--- src/rtl/hazard_pkg.sv ---
// Shared constants and types for the hazard-controlled pipeline registers.
package hazard_pkg;

  localparam logic [31:0] NOP_INSTR   = 32'h0000_0013;
  localparam int unsigned REG_IDX_W   = 5;
  localparam int unsigned CTRL_W_DFLT = 8;

  // Bit positions inside the packed decode control bundle
  localparam int unsigned CTRL_REGWRITE_BIT = 7;
  localparam int unsigned CTRL_MEMTOREG_BIT = 6;
  localparam int unsigned CTRL_MEMWRITE_BIT = 5;
  localparam int unsigned CTRL_BRANCH_BIT   = 4;
  localparam int unsigned CTRL_ALUSRC_BIT   = 3;
  localparam int unsigned CTRL_ALUCTRL_MSB  = 2;
  localparam int unsigned CTRL_ALUCTRL_LSB  = 0;

  typedef struct packed {
    logic       reg_write;
    logic       mem_to_reg;
    logic       mem_write;
    logic       branch;
    logic       alu_src;
    logic [2:0] alu_ctrl;
  } ctrl_t;

endpackage

--- src/rtl/pipe_reg_en_clr.sv ---
// Width-parameterised pipeline register: synchronous active-low reset,
// clear (bubble) dominating enable, separate reset and clear values.
module pipe_reg_en_clr
  import hazard_pkg::*;
#(
  parameter int unsigned   W       = 32,
  parameter logic [W-1:0]  RST_VAL = '0,
  parameter logic [W-1:0]  CLR_VAL = '0
) (
  input  logic         clk,
  input  logic         rst_n,
  input  logic         en,
  input  logic         clr,
  input  logic [W-1:0] d,
  output logic [W-1:0] q
);

  logic [W-1:0] state_q;
  logic [W-1:0] state_d;

  always_comb begin
    state_d = state_q;
    if (clr)     state_d = CLR_VAL;
    else if (en) state_d = d;
  end

  always_ff @(posedge clk) begin
    if (!rst_n) state_q <= RST_VAL;
    else        state_q <= state_d;
  end

  assign q = state_q;

endmodule

--- src/rtl/hazard_pipe_regs.sv ---
// PC, IF/ID and ID/EX registers under stall/flush control, with stall-run
// tracking and a sticky protocol-error flag. Define HAZARD_PERF_CNT_EN to add
// the StallCycles/FlushCount performance counters.
module hazard_pipe_regs
  import hazard_pkg::*;
#(
  parameter int unsigned     XLEN     = 32,
  parameter int unsigned     CTRL_W   = CTRL_W_DFLT,
  parameter logic [XLEN-1:0] RESET_PC = '0,
  parameter int unsigned     RUN_W    = 6
) (
  input  logic                 clk,
  input  logic                 rst_n,
  input  logic                 StallF,
  input  logic                 StallD,
  input  logic                 FlushD,
  input  logic                 FlushE,
  input  logic [XLEN-1:0]      PCNextF,
  input  logic [31:0]          InstrF,
  input  logic [CTRL_W-1:0]    CtrlD,
  input  logic [REG_IDX_W-1:0] RS1D,
  input  logic [REG_IDX_W-1:0] RS2D,
  input  logic [REG_IDX_W-1:0] RdD,
  output logic [XLEN-1:0]      PCF,
  output logic [31:0]          InstrD,
  output logic [XLEN-1:0]      PCD,
  output logic                 ValidD,
  output logic [CTRL_W-1:0]    CtrlE,
  output logic [REG_IDX_W-1:0] RS1E,
  output logic [REG_IDX_W-1:0] RS2E,
  output logic [REG_IDX_W-1:0] RdE,
  output logic                 ValidE,
  output logic [RUN_W-1:0]     StallRun,
  output logic [RUN_W-1:0]     MaxStallRun,
  output logic                 ProtoErr
`ifdef HAZARD_PERF_CNT_EN
  ,
  output logic [31:0]          StallCycles,
  output logic [31:0]          FlushCount
`endif
);

  localparam int unsigned IFID_W = 1 + XLEN + 32;
  localparam int unsigned IDEX_W = 1 + CTRL_W + 3 * REG_IDX_W;
  localparam logic [IFID_W-1:0] IFID_EMPTY = {1'b0, {XLEN{1'b0}}, NOP_INSTR};
  localparam logic [RUN_W-1:0]  RUN_MAX    = '1;

  logic [XLEN-1:0]   pc_q;
  logic [IFID_W-1:0] ifid_q;
  logic [IDEX_W-1:0] idex_q;

  pipe_reg_en_clr #(
    .W       (XLEN),
    .RST_VAL (RESET_PC),
    .CLR_VAL (RESET_PC)
  ) u_pc_reg (
    .clk   (clk),
    .rst_n (rst_n),
    .en    (!StallF),
    .clr   (1'b0),
    .d     (PCNextF),
    .q     (pc_q)
  );

  pipe_reg_en_clr #(
    .W       (IFID_W),
    .RST_VAL (IFID_EMPTY),
    .CLR_VAL (IFID_EMPTY)
  ) u_ifid_reg (
    .clk   (clk),
    .rst_n (rst_n),
    .en    (!StallD),
    .clr   (FlushD),
    .d     ({1'b1, pc_q, InstrF}),
    .q     (ifid_q)
  );

  // Execute has no stall: it always loads unless bubbled by FlushE
  pipe_reg_en_clr #(
    .W       (IDEX_W),
    .RST_VAL ('0),
    .CLR_VAL ('0)
  ) u_idex_reg (
    .clk   (clk),
    .rst_n (rst_n),
    .en    (1'b1),
    .clr   (FlushE),
    .d     ({ifid_q[IFID_W-1], CtrlD, RS1D, RS2D, RdD}),
    .q     (idex_q)
  );

  assign PCF                        = pc_q;
  assign {ValidD, PCD, InstrD}      = ifid_q;
  assign {ValidE, CtrlE, RS1E, RS2E, RdE} = idex_q;

  logic [RUN_W-1:0] stall_run_q, stall_run_d;
  logic [RUN_W-1:0] max_run_q, max_run_d;
  logic             proto_err_q, proto_err_d;
  logic [RUN_W-1:0] run_inc;

  always_comb begin
    run_inc     = (stall_run_q == RUN_MAX) ? RUN_MAX : stall_run_q + 1'b1;
    stall_run_d = StallD ? run_inc : '0;
    max_run_d   = max_run_q;
    if (StallD && (run_inc > max_run_q)) max_run_d = run_inc;
    // Held decode needs both a held fetch and a bubbled execute
    proto_err_d = proto_err_q | (StallD & (!StallF | !FlushE));
  end

  always_ff @(posedge clk) begin
    if (!rst_n) begin
      stall_run_q <= '0;
      max_run_q   <= '0;
      proto_err_q <= 1'b0;
    end else begin
      stall_run_q <= stall_run_d;
      max_run_q   <= max_run_d;
      proto_err_q <= proto_err_d;
    end
  end

  assign StallRun    = stall_run_q;
  assign MaxStallRun = max_run_q;
  assign ProtoErr    = proto_err_q;

`ifdef HAZARD_PERF_CNT_EN
  logic [31:0] stall_cycles_q, stall_cycles_d;
  logic [31:0] flush_count_q, flush_count_d;

  always_comb begin
    stall_cycles_d = stall_cycles_q + (StallD ? 32'd1 : 32'd0);
    flush_count_d  = flush_count_q + ((FlushD | FlushE) ? 32'd1 : 32'd0);
  end

  always_ff @(posedge clk) begin
    if (!rst_n) begin
      stall_cycles_q <= '0;
      flush_count_q  <= '0;
    end else begin
      stall_cycles_q <= stall_cycles_d;
      flush_count_q  <= flush_count_d;
    end
  end

  assign StallCycles = stall_cycles_q;
  assign FlushCount  = flush_count_q;
`endif

endmodule

--- config.mk ---
export PLATFORM = sky130hd
export DESIGN_NAME = hazard_pipe_regs
export DESIGN_NICKNAME = d
export VERILOG_FILES = /design/src/rtl/hazard_pkg.sv /design/src/rtl/pipe_reg_en_clr.sv /design/src/rtl/hazard_pipe_regs.sv
export SDC_FILE = /design/constraint.sdc
export NUM_CORES = 1
export LEC_CHECK = 0
export BUFFER_PORTS_ARGS = -buffer_cell sky130_fd_sc_hd__buf_2
export CORE_ASPECT_RATIO = 0.5
export CORE_MARGIN = 1.5
export CORE_UTILIZATION = 40
export DETAILED_ROUTE_END_ITERATION = 8
export PLACE_DENSITY = 0.85
export SLEW_MARGIN = 25
export SYNTH_ARGS = -nofsm -noshare
export SYNTH_HDL_FRONTEND = slang
export SYNTH_SLANG_ARGS = --single-unit
--- constraint.sdc ---
create_clock -name clk -period 2.3 [get_ports clk]
set_input_delay 0.115 -clock clk [delete_from_list [all_inputs] [get_ports clk]]
set_output_delay 0.115 -clock clk [all_outputs]
set_load 0.02 [all_outputs]
==> metrics <==
share of layout cells above drive strength 1=0.3627; DRT iter0 DRCs=about 220; top post-synthesis cells by area=dfxtp_1, mux2i_1, nor2b_1, nor2_1, and2_1; Max Fclk=roughly 450 MHz; Multi-input gate area=approximately 2100 um2; reg-to-reg endpoint=MaxStallRun[1]; Synth top area share=0.5557; Routed wire per std cell=around 15 um; Final Routed Wirelength=around 14 mm; final-report hold violation count=0; antenna violations before repair=1; slowest CP cell=dfxtp_4; cell area after synthesis=~4800 um2; CTS tree=done; leakage=between 3 and 4 nW; fraction of registers with async set/reset=0; hold path start=PCNextF[13]; vias per inst=about 4.6; flip-flop and latch area=2690 um2; WHS Endpoint=u_pc_reg.q[13]; core area=between 10000 and 15000 um2; startpoint types=flip-flop; non-filler cells, final=roughly 940; Num CTS Buffers=17; Clock Latency Late Sink=roughly 0.4 ns; setup_tns=0 ns; Top FF cell, synth=dfxtp_1; clock sinks=about 130; Max Cap Violations=0; DR DRC count=0; critical path capture point type=flip-flop; clock buffer depth=2; Distinct cells, synth=29; Die X=between 150 and 200 um; Die Y=80.68 um; fin nets=between 800 and 900; Initial Util=0.4101; Max IR drop VDD=0.5651 mV; post-synthesis sequential area ratio=0.5557; FF-to-FF path depth=8; Cell Area, Placed=between 6000 and 7000 um2; dpl hpwl=between 8 and 9 mm; H-tree Lvls=4; period utilization=0.9558; Tmin final=approximately 2.2 ns; hold path depth=3; Clock transition at path regs=approximately 0.06 ns; GPL Wtd Cong=between 0.7 and 0.8; Pwr Density=approximately 740 nW/um2; via count=4360; syn_area_per_cell=between 10 and 15 um2; max-slew violations=0; first-pass GRT wire length=between 20 and 25 mm; clk root buf=clkbuf_16; Slew HR=0.6460; Cells after DPL=~800; Clock Skews=0.008993 ns; dpl ws=-0.08579 ns; drt pass-1 iters=4; WP data required=around 2.6 ns; PnR Total Power=between 5 and 6 mW; Mapped Cells=448; Worst path max stage delay=around 0.36 ns; Yosys reg bits=134; final setup violation count=0; area leader, netlist=dfxtp_1; reg2reg setup slack=0.10 ns; Yosys warnings=0; Slew @ Worst Pin=~0.52 ns; Area Overhead vs Synth=56.89%; grt total ovfl=0; Antenna Nets Post-Route=0; crit path DAT=between 2 and 3 ns; Crit Reg-Reg Startpoint=StallRun[1]; worst-path cell chain=ha_4, and2_4, a31oi_2, ha_1, and4_4, a31o_1, a31oi_4, mux2i_1; hold slack=between 0.02 and 0.025 ns; number of top-level pins=227; status=completed; largest net degree at the start of global routing=60; Die Area=12780 um2; Hold Crit Class=input port to flip-flop; number of port buffers=~230; Post-Route Utilization=0.6434; Worst Setup Path Type=flip-flop to flip-flop; gr usage total=0.2206; Post-synth EDFFs=0; vias in the first global route=between 4000 and 5000; Final WS setup=0.1017 ns; Fillers=~940; Rows=28; CP max FO=6; fin area=7574 um2; Post-Syn Nets=between 500 and 600
-- cells by family (layout without fill, tap and decap cells) --
kind of cell,Yosys count,in the layout,synth area share
AOI/OAI and AO/OA,20,20,0.03085
and+or+nand+nor,154,154,0.1599
muxes,99,99,0.2053
adders and majority gates,7,7,0.01814
buffers and inverters,34,358,0.03007
other,0,1,0
DFF,134,134,0.5557
-- cells in the mapped netlist (4+ instances only) --
cell type / instances
dfxtp_1: 134
mux2i_1: 99
nor2_1: 64
nor2b_1: 41
and2_1: 25
buf_2: 14
nand2_1: 14
inv_1: 8
clkbuf_1: 7
ha_1: 7
buf_1: 5
a21oi_1: 4
-- sequential cells by signal, summed over array words and instances, names as in the netlist --
name          flops
u_ifid_reg.q     65
u_pc_reg.q       32
u_idex_reg.q     24
MaxStallRun       6
StallRun          6
ProtoErr          1
-- worst max path at each step --
stage,startpoint,end,slack [ns]
finish,StallRun[1],MaxStallRun[1],0.10
global route,StallRun[0],MaxStallRun[5],-0.02
CTS,StallRun[3],MaxStallRun[1],0.02
detailed placement,StallRun[1],MaxStallRun[1],-0.09
global placement,StallRun[1],MaxStallRun[5],0.03
floorplan,StallRun[0],MaxStallRun[5],0.03
-- critical path, delay by kind of cell, from the launching register on --
kind            cells  cell delay [ns]
compound gates      3             0.73
fa+ha+maj           2             0.46
flops               1             0.36
simple gates        2             0.35
mux                 1             0.22
-- repair_timing --
action                                  4_1_cts  5_1_grt
hold endpoints to repair                     80        1
pin swaps                                     1        5
setup buffers                                 1        1
hold buffers                                 80        1
endpoints found under the setup margin        6        6
resized for setup                             7        8
-- where the power goes --
part           internal, mW  switching (mW)  total [mW]  leakage, nW
combinational         0.340           0.352       0.692         2.41
sequential             2.41          0.0506        2.46         1.10
clock                  1.51           0.966        2.47        0.261
-- layer usage --
metal,up-vias,GRT usage,part of all wire
met1,2082,0.2268,0.39
li1,2115,-,-
met3,44,0.05289,0.036
met2,119,0.4231,0.54
met4,0,0.1075,0.033
met5,-,0,0
-- layout by cell type (no fill, tap or decap), drive strengths merged, types with 4 or more instances in the layout --
cell type	synthesis	layout
nor2	64	64
nand2	14	14
buf	19	237
dfxtp	134	134
inv	8	8
mux2i	99	99
and2	25	25
a21oi	4	4
nor2b	41	41
clkbuf	7	23
ha	7	7
a31oi	4	4
clkinv	0	6
dlygate4sd3	0	81
-- final cells by class --
type                    count  area share
repair buffers            318      0.2709
inverters                   8    0.003965
diodes                      1   0.0003304
well taps                 165     0.02726
clock buffers              23     0.06047
flip-flops and latches    134      0.3552
multi-input cells         280      0.2714
clock inverters             9     0.01041
No activity file was read; power rests on OpenSTA's default activity.
